<file path="src/rtl/wishbone_mailbox_pkg.sv">
// wishbone_mailbox_pkg: register offsets, CTRL/STATUS bit indices, FSM state type and byte-mask helper
package wishbone_mailbox_pkg;
    localparam logic [7:0] OFF_CTRL    = 8'h00;
    localparam logic [7:0] OFF_STATUS  = 8'h04;
    localparam logic [7:0] OFF_TXDATA  = 8'h08;
    localparam logic [7:0] OFF_RXDATA  = 8'h0C;
    localparam logic [7:0] OFF_SCRATCH = 8'h10;
    localparam int CTRL_TX_CLR = 0;
    localparam int CTRL_RX_CLR = 1;
    localparam int CTRL_IRQ_EN = 2;
    localparam int ST_TX_OVF   = 4;
    localparam int ST_RX_UNF   = 5;
    typedef enum logic [1:0] {S_IDLE, S_WAIT, S_ACK} state_e;
    function automatic logic [31:0] byte_mask(input logic [3:0] sel);
        return {{8{sel[3]}}, {8{sel[2]}}, {8{sel[1]}}, {8{sel[0]}}};
    endfunction
endpackage

</file>
<file path="src/rtl/sync_fifo.sv">
// sync_fifo: single-clock word FIFO with push/pop/clear and occupancy count
// Ports: clk_i, rst_ni (async active-low), clear_i (empties FIFO, wins over push/pop),
//        push_i/data_i (accepted when not full or popping), pop_i (ignored when empty),
//        data_o (head), full_o, empty_o, count_o (0..DEPTH)
module sync_fifo #(
    parameter int DEPTH = 8,
    parameter int WIDTH = 32
) (
    input  logic                   clk_i,
    input  logic                   rst_ni,
    input  logic                   clear_i,
    input  logic                   push_i,
    input  logic                   pop_i,
    input  logic [WIDTH-1:0]       data_i,
    output logic [WIDTH-1:0]       data_o,
    output logic                   full_o,
    output logic                   empty_o,
    output logic [$clog2(DEPTH):0] count_o
);
    localparam int AW = $clog2(DEPTH);
    logic [WIDTH-1:0] mem_q [DEPTH];
    logic [AW-1:0]    rd_q, wr_q;
    logic [AW:0]      cnt_q;
    logic             do_push, do_pop;
    assign empty_o = cnt_q == '0;
    // DEPTH is a power of two, so the count MSB alone marks full
    assign full_o  = cnt_q[AW];
    assign count_o = cnt_q;
    assign data_o  = mem_q[rd_q];
    assign do_pop  = pop_i & ~empty_o;
    assign do_push = push_i & (~full_o | do_pop);
    always_ff @(posedge clk_i or negedge rst_ni) begin
        if (!rst_ni) begin
            rd_q  <= '0;
            wr_q  <= '0;
            cnt_q <= '0;
        end else if (clear_i) begin
            rd_q  <= '0;
            wr_q  <= '0;
            cnt_q <= '0;
        end else begin
            if (do_push) wr_q <= wr_q + 1'b1;
            if (do_pop) rd_q <= rd_q + 1'b1;
            cnt_q <= cnt_q + (AW+1)'(do_push) - (AW+1)'(do_pop);
        end
    end
    always_ff @(posedge clk_i) begin
        if (do_push) mem_q[wr_q] <= data_i;
    end
endmodule

</file>
<file path="src/rtl/wishbone_mailbox_responder.sv">
// wishbone_mailbox_responder: Wishbone classic slave with CTRL/STATUS/SCRATCH registers and TX/RX mailbox FIFOs
// Ports: CLK, nRST (async active-low); bus CYC_I/STB_I/WE_I/ADR_I/DAT_I/SEL_I -> ACK_O/DAT_O;
//        TX stream TX_DATA_O/TX_VALID_O/TX_READY_I; RX stream RX_DATA_I/RX_VALID_I/RX_READY_O; IRQ_O
module wishbone_mailbox_responder
    import wishbone_mailbox_pkg::*;
#(
    parameter int FIFO_DEPTH  = 8,
    parameter int WAIT_STATES = 1
) (
    input  logic        CLK,
    input  logic        nRST,
    input  logic        CYC_I,
    input  logic        STB_I,
    input  logic        WE_I,
    input  logic [31:0] ADR_I,
    input  logic [31:0] DAT_I,
    input  logic [3:0]  SEL_I,
    output logic        ACK_O,
    output logic [31:0] DAT_O,
    output logic [31:0] TX_DATA_O,
    output logic        TX_VALID_O,
    input  logic        TX_READY_I,
    input  logic [31:0] RX_DATA_I,
    input  logic        RX_VALID_I,
    output logic        RX_READY_O,
    output logic        IRQ_O
);
    localparam int CW = $clog2(FIFO_DEPTH) + 1;
    state_e        state_q;
    logic [3:0]    cnt_q;
    logic          we_q, ack_q, irq_q, irq_en_q, tx_ovf_q, rx_unf_q;
    logic          irq_en_d, tx_ovf_d, rx_unf_d;
    logic [7:0]    adr_q;
    logic [31:0]   dat_q, scratch_q, scratch_d, rdata, status, rx_head;
    logic [3:0]    sel_q;
    logic          wr, rd, is_ctrl, is_status, is_txd, is_rxd, is_scr;
    logic          ctrl_wr, w1c, tx_push, tx_pop, rx_pop, rx_push;
    logic          tx_full, tx_empty, rx_full, rx_empty;
    logic [CW-1:0] tx_cnt, rx_cnt;
    logic          unused_adr;
    assign unused_adr = ^ADR_I[31:8];
    // Side effects only happen in the single ACK cycle, using the captured request
    assign wr        = ack_q & we_q;
    assign rd        = ack_q & ~we_q;
    assign is_ctrl   = adr_q == OFF_CTRL;
    assign is_status = adr_q == OFF_STATUS;
    assign is_txd    = adr_q == OFF_TXDATA;
    assign is_rxd    = adr_q == OFF_RXDATA;
    assign is_scr    = adr_q == OFF_SCRATCH;
    assign ctrl_wr   = wr & is_ctrl & sel_q[0];
    assign w1c       = wr & is_status & sel_q[0];
    assign tx_push   = wr & is_txd;
    assign tx_pop    = TX_VALID_O & TX_READY_I;
    assign rx_pop    = rd & is_rxd & ~rx_empty;
    assign rx_push   = RX_VALID_I & RX_READY_O;
    assign TX_VALID_O = ~tx_empty;
    assign RX_READY_O = ~rx_full;
    assign ACK_O      = ack_q;
    assign IRQ_O      = irq_q;
    sync_fifo #(.DEPTH(FIFO_DEPTH), .WIDTH(32)) u_tx (
        .clk_i(CLK), .rst_ni(nRST), .clear_i(ctrl_wr & dat_q[CTRL_TX_CLR]),
        .push_i(tx_push), .pop_i(tx_pop), .data_i(dat_q & byte_mask(sel_q)),
        .data_o(TX_DATA_O), .full_o(tx_full), .empty_o(tx_empty), .count_o(tx_cnt)
    );
    sync_fifo #(.DEPTH(FIFO_DEPTH), .WIDTH(32)) u_rx (
        .clk_i(CLK), .rst_ni(nRST), .clear_i(ctrl_wr & dat_q[CTRL_RX_CLR]),
        .push_i(rx_push), .pop_i(rx_pop), .data_i(RX_DATA_I),
        .data_o(rx_head), .full_o(rx_full), .empty_o(rx_empty), .count_o(rx_cnt)
    );
    assign status = {8'h00, 8'(rx_cnt), 8'(tx_cnt), 2'b00, rx_unf_q, tx_ovf_q,
                     rx_empty, rx_full, tx_empty, tx_full};
    assign rdata = is_ctrl   ? {29'b0, irq_en_q, 2'b00} :
                   is_status ? status :
                   is_rxd    ? (rx_empty ? 32'h0 : rx_head) :
                   is_scr    ? scratch_q : 32'h0;
    assign DAT_O = rd ? rdata : 32'h0;
    // Sticky set takes priority over a same-cycle write-1-to-clear
    assign tx_ovf_d  = (tx_push & tx_full & ~tx_pop) | (tx_ovf_q & ~(w1c & dat_q[ST_TX_OVF]));
    assign rx_unf_d  = (rd & is_rxd & rx_empty) | (rx_unf_q & ~(w1c & dat_q[ST_RX_UNF]));
    assign irq_en_d  = ctrl_wr ? dat_q[CTRL_IRQ_EN] : irq_en_q;
    assign scratch_d = (wr & is_scr) ? (scratch_q & ~byte_mask(sel_q)) | (dat_q & byte_mask(sel_q)) : scratch_q;
    always_ff @(posedge CLK or negedge nRST) begin
        if (!nRST) begin
            state_q <= S_IDLE;
            cnt_q   <= '0;
            ack_q   <= 1'b0;
            we_q    <= 1'b0;
            adr_q   <= '0;
            dat_q   <= '0;
            sel_q   <= '0;
        end else begin
            case (state_q)
                S_IDLE: if (CYC_I & STB_I) begin
                    we_q  <= WE_I;
                    adr_q <= ADR_I[7:0];
                    dat_q <= DAT_I;
                    sel_q <= SEL_I;
                    cnt_q <= 4'(WAIT_STATES);
                    state_q <= (WAIT_STATES == 0) ? S_ACK : S_WAIT;
                    ack_q   <= WAIT_STATES == 0;
                end
                S_WAIT: if (!(CYC_I & STB_I)) begin
                    state_q <= S_IDLE;
                end else if (cnt_q == 4'd1) begin
                    state_q <= S_ACK;
                    ack_q   <= 1'b1;
                end else begin
                    cnt_q <= cnt_q - 4'd1;
                end
                default: begin
                    state_q <= S_IDLE;
                    ack_q   <= 1'b0;
                end
            endcase
        end
    end
    always_ff @(posedge CLK or negedge nRST) begin
        if (!nRST) begin
            irq_q     <= 1'b0;
            irq_en_q  <= 1'b0;
            tx_ovf_q  <= 1'b0;
            rx_unf_q  <= 1'b0;
            scratch_q <= '0;
        end else begin
            irq_q     <= irq_en_q & (~rx_empty | tx_ovf_q | rx_unf_q);
            irq_en_q  <= irq_en_d;
            tx_ovf_q  <= tx_ovf_d;
            rx_unf_q  <= rx_unf_d;
            scratch_q <= scratch_d;
        end
    end
endmodule

</file>
<file path="config.mk">
export PLATFORM = sky130hd
export DESIGN_NAME = wishbone_mailbox_responder
export DESIGN_NICKNAME = d
export VERILOG_FILES = /design/src/rtl/wishbone_mailbox_pkg.sv /design/src/rtl/sync_fifo.sv /design/src/rtl/wishbone_mailbox_responder.sv
export SDC_FILE = /design/constraint.sdc
export NUM_CORES = 1
export LEC_CHECK = 0
export BUFFER_PORTS_ARGS = -buffer_cell sky130_fd_sc_hd__buf_2
export CORE_MARGIN = 2
export CORE_UTILIZATION = 60
export DETAILED_ROUTE_END_ITERATION = 8
export HOLD_SLACK_MARGIN = 0.08
export PLACE_DENSITY = 0.79
export SLEW_MARGIN = 20
export SYNTH_ARGS = -nofsm -noshare
export SYNTH_HDL_FRONTEND = slang
export SYNTH_SLANG_ARGS = --single-unit
</file>
<file path="constraint.sdc">
create_clock -name CLK -period 6.1 [get_ports CLK]
set_clock_uncertainty 0.1 [all_clocks]
set_input_delay 0.915 -clock CLK [delete_from_list [all_inputs] [get_ports CLK]]
set_output_delay 0.915 -clock CLK [all_outputs]
set_load 0.02 [all_outputs]
</file>
# == Word-level counts from Yosys, hierarchy flattened ==
# Memories as Yosys holds them, arrays and structs flattened.
# Cells that the tools add are included.
# classes
n_bitwise,45
muxes,32
n_eq_ne,11
add_sub_neg,9
reduce_logical,13
# ops
op,count
$mux 32,6
$and 32x32->32,2
$not 32->32,1
$or 32x32->32,1
$and 1x1->1,27
$mux 3,8
$mux 4,5
$eq 8x4->1 const B,2
$add 3x1->3 const B,4
$reduce_bool 2->1,5
$add 4x1->4,2
$eq 8x3->1 const B,1
$eq 8x5->1 const B,1
$logic_not 4->1,2
$logic_not 8->1,1
$ne 2x2->1 const B,4
$not 1->1,8
$pmux 4 s2,1
$sub 4x1->4,2
$mux 1,7
$mux 2,3
$or 1x1->1,6
$eq 4x1->1 const B,1
$pmux 2 s2,1
other kinds (8),9
# word_totals
memories,2
ram_bits,512
regBits,108
word_cells,130
inputBits,107
# memory_table
memory,words,word_bits,read_ports,rd_clocked_by_memory_dff,wr,line,rtl
u_rx.mem_q,8,32,1,0,1,sync_fifo.sv:21,logic [WIDTH-1:0] mem_q [DEPTH];
u_tx.mem_q,8,32,1,0,1,sync_fifo.sv:21,

# == Logic depth before layout (Yosys ltp) ==
# logic_depth
word_depth,10
depth_mapped,13
ltp_nobuf,12

# == Cells and area by module ==
# Synthesis repeated with hierarchy kept, for this count alone.
# unflattened
cells_unflattened,1320
hier_area_um2,25517.0
# modules_own_cells
module,n_inst,area_per_inst_um2,cells_each,seq_area_each_um2
sync_fifo,2,10314.9,445,7937.6
wishbone_mailbox_responder,1,4887.2,430,2202.1

# == Worst setup path before layout ==
# No wires, ideal clock.
# synth_path
kind,register -> register
startpoint,register u_tx.cnt_q[3] (netlist: u_tx.count_o[3])
endpoint,"memory u_tx.mem_q[0][0], enable pin"
path_slack_ns,0.976
stages_incl_launch_ff,8
arrival_ns,4.523
cell_sequence,dfrtp_1 -> inv_1 -> ha_1 -> or3b_2 -> clkbuf_1 -> a21o_1 -> nand2_1 -> nor4_1
# synth_via
elab_chain_len,8
word_cells_on_any_way,9
# synth_lines
item,line,rtl
start: declaration,sync_fifo.sv:23,logic [AW:0] cnt_q;
start signal: assignment,sync_fifo.sv:44,cnt_q <= cnt_q + (AW+1)'(do_push) - (AW+1)'(do_pop);
$logic_not 4->1 *,sync_fifo.sv:25,assign empty_o = cnt_q == '0;
$not 1->1 *,wishbone_mailbox_responder.sv:56,assign TX_VALID_O = ~tx_empty;
named net TX_VALID_O,wishbone_mailbox_responder.sv:21,"output logic TX_VALID_O,"
$and 1x1->1,wishbone_mailbox_responder.sv:53,assign tx_pop = TX_VALID_O & TX_READY_I;
$and 1x1->1 *,sync_fifo.sv:30,assign do_pop = pop_i & ~empty_o;
$or 1x1->1 *,sync_fifo.sv:31,assign do_push = push_i & (~full_o | do_pop);
$and 1x1->1 *,sync_fifo.sv:31,
$mux 1 *,sync_fifo.sv:48,if (do_push) mem_q[wr_q] <= data_i;
$mux 1 (implied by the code) *,sync_fifo.sv:48,
end: declaration,sync_fifo.sv:21,
# The timed path passes the listed nets; every way through them passes the cells marked *.

# == Final worst setup path ==
# layout_path
startpoint,register adr_q[1]
endpoint,output DAT_O[31]
# layout_via
elab_chain_len,6
word_cells_on_any_way,9
# layout_lines
item,line,rtl
start: declaration,wishbone_mailbox_responder.sv:33,logic [7:0] adr_q;
start signal: assignment,wishbone_mailbox_responder.sv:95,adr_q <= ADR_I[7:0];
$eq 8x5->1,wishbone_mailbox_responder.sv:49,assign is_scr = adr_q == OFF_SCRATCH;
$mux 32,wishbone_mailbox_responder.sv:75,is_scr ? scratch_q : 32'h0;
$mux 32,wishbone_mailbox_responder.sv:74,is_rxd ? (rx_empty ? 32'h0 : rx_head) :
$mux 32,wishbone_mailbox_responder.sv:73,is_status ? status :
$mux 32 *,wishbone_mailbox_responder.sv:72,"assign rdata = is_ctrl ? {29'b0, irq_en_q, 2'b00} :"
$mux 32 *,wishbone_mailbox_responder.sv:76,assign DAT_O = rd ? rdata : 32'h0;
end: declaration,wishbone_mailbox_responder.sv:19,"output logic [31:0] DAT_O,"
# Mark *: on every way between the ends. The rest lies on a longest branch, timed or not.

==> metrics.txt <==
# TYPE chip_impl_metric gauge
chip_impl_metric{name="drt_iter0_markers",unit=""} 1284
chip_impl_metric{name="critical_path.max_fanout",unit=""} 18
chip_impl_metric{name="cts_resized",unit=""} 0
chip_impl_metric{name="port_buffers",unit=""} 150
chip_impl_metric{name="synthesis.instances",unit=""} 1233
chip_impl_metric{name="grt_antenna_before_repair",unit=""} 9
chip_impl_metric{name="report.final.setup_viol",unit=""} 0
chip_impl_metric{name="arrival",unit="ns"} 3.24
chip_impl_info{name="slowest_stage",value="sky130_fd_sc_hd__and2_1"} 1
chip_impl_metric{name="routed_wire_length_per_instance",unit="µm"} 25.5
chip_impl_metric{name="maxCapViolCount",unit=""} 0
chip_impl_metric{name="grt_pass1_wl",unit="mm"} 76.2
chip_impl_metric{name="route.detailed.drc",unit=""} 0
chip_impl_metric{name="fp.dieW",unit="µm"} 207
chip_impl_metric{name="post_cts_hold_buffer_count",unit=""} 0
chip_impl_metric{name="design.portCount",unit=""} 175
chip_impl_metric{name="place.detailed.hpwl",unit="mm"} 31.5
chip_impl_metric{name="grt_remaining_overflow",unit=""} 0
chip_impl_metric{name="grt_start_max_net_pins",unit=""} 71
chip_impl_metric{name="synth_edf_count",unit=""} 512
chip_impl_metric{name="power.ir.vdd_worst",unit="mV"} 0.261
chip_impl_metric{name="layout-area-overhead-vs-synth",unit="%"} 13.6
chip_impl_metric{name="worst_setup_hold_path_clk_slew",unit="ns"} 0.07
chip_impl_info{name="cts_root_buffer",value="sky130_fd_sc_hd__clkbuf_16"} 1
chip_impl_metric{name="synth.cell_area",unit="mm²"} 0.0247
chip_impl_metric{name="leakage",unit="µW"} 0.00989
chip_impl_metric{name="final.period_utilization",unit=""} 0.697
chip_impl_metric{name="worstPathBufferInverterCount",unit=""} 2
chip_impl_metric{name="tns",unit="ns"} 0
chip_impl_metric{name="relSlewSlack",unit=""} 0.255
chip_impl_metric{name="floorplan.die.height",unit="µm"} 207
chip_impl_metric{name="fmax",unit="MHz"} 235
chip_impl_metric{name="synth.distinct_cells",unit=""} 48
chip_impl_metric{name="design.die.area",unit="mm²"} 0.0428
chip_impl_metric{name="timing.critical_path.required",unit="ns"} 5.08
chip_impl_metric{name="worstSkewPairLatency",unit="ns"} 0.62
chip_impl_metric{name="fillCellCount",unit=""} 2540
chip_impl_info{name="crit_path_start_kind",value="flop"} 1
chip_impl_metric{name="tightest_slew",unit="ns"} 1.12
chip_impl_metric{name="globalplace.congestion",unit=""} 0.816
chip_impl_metric{name="num_vias",unit=""} 12262
chip_impl_metric{name="viasPerCell",unit=""} 6.13
chip_impl_info{name="timing.critical_path.cells",value="or4_4 > nor4_4 > buf_4 > and2_1 > a22o_1 > buf_2"} 1
chip_impl_info{name="worstSetupEndpointType",value="output pin"} 1
chip_impl_metric{name="critical_path.max_stage_delay",unit="ns"} 0.67
chip_impl_metric{name="core.rowCount",unit=""} 74
chip_impl_metric{name="tritoncts.num_buffers",unit=""} 58
chip_impl_metric{name="floorplan.initialDensity",unit=""} 0.607
chip_impl_info{name="rsz0062_at_grt",value="no"} 1
chip_impl_metric{name="placed_cells_incl_taps",unit=""} 1885
chip_impl_info{name="postSynth.topFlopCell",value="sky130_fd_sc_hd__edfxtp_1"} 1
chip_impl_info{name="tritoncts",value="yes"} 1
chip_impl_metric{name="layout-drive-gt1-share",unit=""} 0.395
chip_impl_metric{name="drt-pass1-iter-count",unit=""} 5
chip_impl_metric{name="ys_seq_elements",unit=""} 620
chip_impl_metric{name="hold-worst-slack",unit="ns"} 0.312
chip_impl_metric{name="syn_nets",unit=""} 1358
chip_impl_metric{name="layoutNonFillerInstCount",unit=""} 2001
chip_impl_metric{name="synth.yosys.warnings",unit=""} 0
chip_impl_info{name="type_of_the_setup_path_with_the_least_slack",value="flop to output pin"} 1
chip_impl_metric{name="design.core.area",unit="mm²"} 0.0407
chip_impl_metric{name="cts-root-to-sink-buffers",unit=""} 3
chip_impl_metric{name="routed_wirelength",unit="mm"} 51.1
chip_impl_metric{name="async_flop_share",unit=""} 0.174
chip_impl_metric{name="syn-mean-instance-area",unit="µm²"} 20.1
chip_impl_metric{name="layout_min_cycle_time",unit="ns"} 4.25
chip_impl_metric{name="first_global_vias",unit=""} 12329
chip_impl_metric{name="drv_slew",unit=""} 0
chip_impl_metric{name="number_of_levels_the_h_tree_was_split_into",unit=""} 2
chip_impl_info{name="worstHoldPathType",value="input port to asynchronous set/reset pin"} 1
chip_impl_metric{name="synth_sequential_area_ratio",unit=""} 0.731
chip_impl_metric{name="finalCoreUtilization",unit=""} 0.689
chip_impl_info{name="run_status",value="completed"} 1
chip_impl_metric{name="timing_hold_violations_final",unit=""} 0
chip_impl_metric{name="tritoncts_num_sinks",unit=""} 620
chip_impl_metric{name="post-cts-setup-buffers",unit=""} 0
chip_impl_metric{name="globalRouteTotalUtil",unit=""} 0.246
chip_impl_metric{name="nets",unit=""} 1540
chip_impl_metric{name="post_route_ant_nets",unit=""} 0
chip_impl_metric{name="pwr_density_cell",unit="mW/mm²"} 384
chip_impl_info{name="worst_path_top_cell_family_by_delay",value="simple AND/OR/NAND/NOR gates"} 1
## logic make-up (layout without fill, tap and decap cells)
kind of cell / count (synthesis) / in the layout / share of synthesized area
DFF: 620 / 620 / 0.731
muxes: 274 / 274 / 0.183
and+or+nand+nor: 154 / 154 / 0.0355
buffers and inverters: 82 / 312 / 0.0144
AOI/OAI and AO/OA: 74 / 74 / 0.0223
adders and majority gates: 18 / 18 / 0.00972
xor gates and xnor gates: 11 / 11 / 0.00390
other: 0 / 6 / 0
## state kept, by name, summed over array words and instances (netlist names), 2 cells and up, named ones only
name / cells
u_tx.mem_q: 256
u_tx.rd_q: 3
u_tx.wr_q: 3
u_rx.rd_q: 3
u_rx.count_o: 4
adr_q: 8
u_rx.wr_q: 3
dat_q: 32
cnt_q: 4
u_tx.count_o: 4
state_q: 2
u_rx.mem_q: 256
sel_q: 4
## layout make-up
type	instances	area [µm²]	area share
Antenna cell	6	15.0	0.000535
Clock buffer	74	1550	0.0553
Clock inverter	34	250	0.00891
Inverter	18	67.6	0.00241
Multi-Input combinational cell	531	6380	0.227
Sequential cell	620	18100	0.644
Tap cell	532	666	0.0237
Timing Repair Buffer	186	1060	0.0376
## where the power goes
part / switching, µW / total, µW / internal, µW
clock network: 1520 / 3410 / 1890
logic: 1100 / 2100 / 1000
registers: 313 / 5280 / 4960
## cell usage in the layout (no fill, tap or decap), drive strengths merged, types with 6 or more instances in the layout
| cell type | count |
|---|---|
| edfxtp | 512 |
| buf | 186 |
| mux2 | 144 |
| mux4 | 128 |
| dfrtp | 108 |
| clkbuf | 74 |
| and2 | 33 |
| nor2 | 32 |
| a22o | 28 |
| clkinv | 24 |
| nand2 | 21 |
| inv | 21 |
| ha | 16 |
| a21oi | 14 |
| nor3 | 14 |
| a21o | 13 |
| nand3 | 12 |
| a22oi | 11 |
| nor2b | 9 |
| diode | 6 |
| nand2b | 6 |
| xnor2 | 6 |
| nor3b | 6 |
## routing by layer
layer / vias up / GRT usage / wire length, µm
met5: - / 0 / 25
met4: 6 / 0.0750 / 1070
met3: 76 / 0.0501 / 3690
met2: 453 / 0.392 / 25800
met1: 6389 / 0.350 / 20500
li1: 5338 / - / -
## stage by stage
| stage | cell area, µm² | worst slack [ns] | total power [µW] |
|---|---|---|---|
| finish | 28100 | 1.85 | 10800 |
| global route | 28100 | 1.68 | 11200 |
| CTS | 28000 | 1.52 | 10900 |
| detailed placement | 26200 | 2.20 | 7460 |
| global placement | 26200 | 2.25 | 7400 |
| floorplan | 24700 | 0.976 | 6780 |
## cells in the mapped netlist, types with 5 or more instances
master / number / area share
sky130_fd_sc_hd__nor3b_1: 6 / 0.0018
sky130_fd_sc_hd__ha_1: 16 / 0.0081
sky130_fd_sc_hd__buf_1: 6 / 0.00091
sky130_fd_sc_hd__clkbuf_1: 33 / 0.0050
sky130_fd_sc_hd__nand2_1: 21 / 0.0032
sky130_fd_sc_hd__mux4_2: 128 / 0.12
sky130_fd_sc_hd__a21o_1: 13 / 0.0039
sky130_fd_sc_hd__nand2b_1: 6 / 0.0015
sky130_fd_sc_hd__a22oi_1: 11 / 0.0033
sky130_fd_sc_hd__xor2_1: 5 / 0.0018
sky130_fd_sc_hd__edfxtp_1: 512 / 0.62
sky130_fd_sc_hd__buf_2: 21 / 0.0043
sky130_fd_sc_hd__xnor2_1: 6 / 0.0021
sky130_fd_sc_hd__inv_1: 18 / 0.0027
sky130_fd_sc_hd__a21oi_1: 14 / 0.0028
sky130_fd_sc_hd__nand3_1: 12 / 0.0024
sky130_fd_sc_hd__nor3_1: 13 / 0.0026
sky130_fd_sc_hd__and2_1: 33 / 0.0084
sky130_fd_sc_hd__dfrtp_1: 108 / 0.11
sky130_fd_sc_hd__nor2b_1: 9 / 0.0023
sky130_fd_sc_hd__nor2_1: 32 / 0.0049
sky130_fd_sc_hd__mux2_2: 144 / 0.066
sky130_fd_sc_hd__a22o_1: 28 / 0.0099
## worst paths after layout
| path | start | to | slack (ns) | depth (start not counted) |
|---|---|---|---|---|
| setup / recovery | adr_q[1] | DAT_O[31] | 1.85 | 6 |
| hold / removal | nRST | cnt_q[1] | 0.31 | 1 |
| setup reg to reg | adr_q[4] | u_tx.mem_q[2][24] | 2.52 | 5 |
| hold reg to reg | state_q[1] | ACK_O | 0.37 | 1 |
| max in group asynchronous | nRST | asynchronous set/reset pin | 4.50 | 2 |
| min in group CLK | state_q[1] | ACK_O | 0.37 | 1 |
No activity file was read; power rests on OpenSTA's default activity.
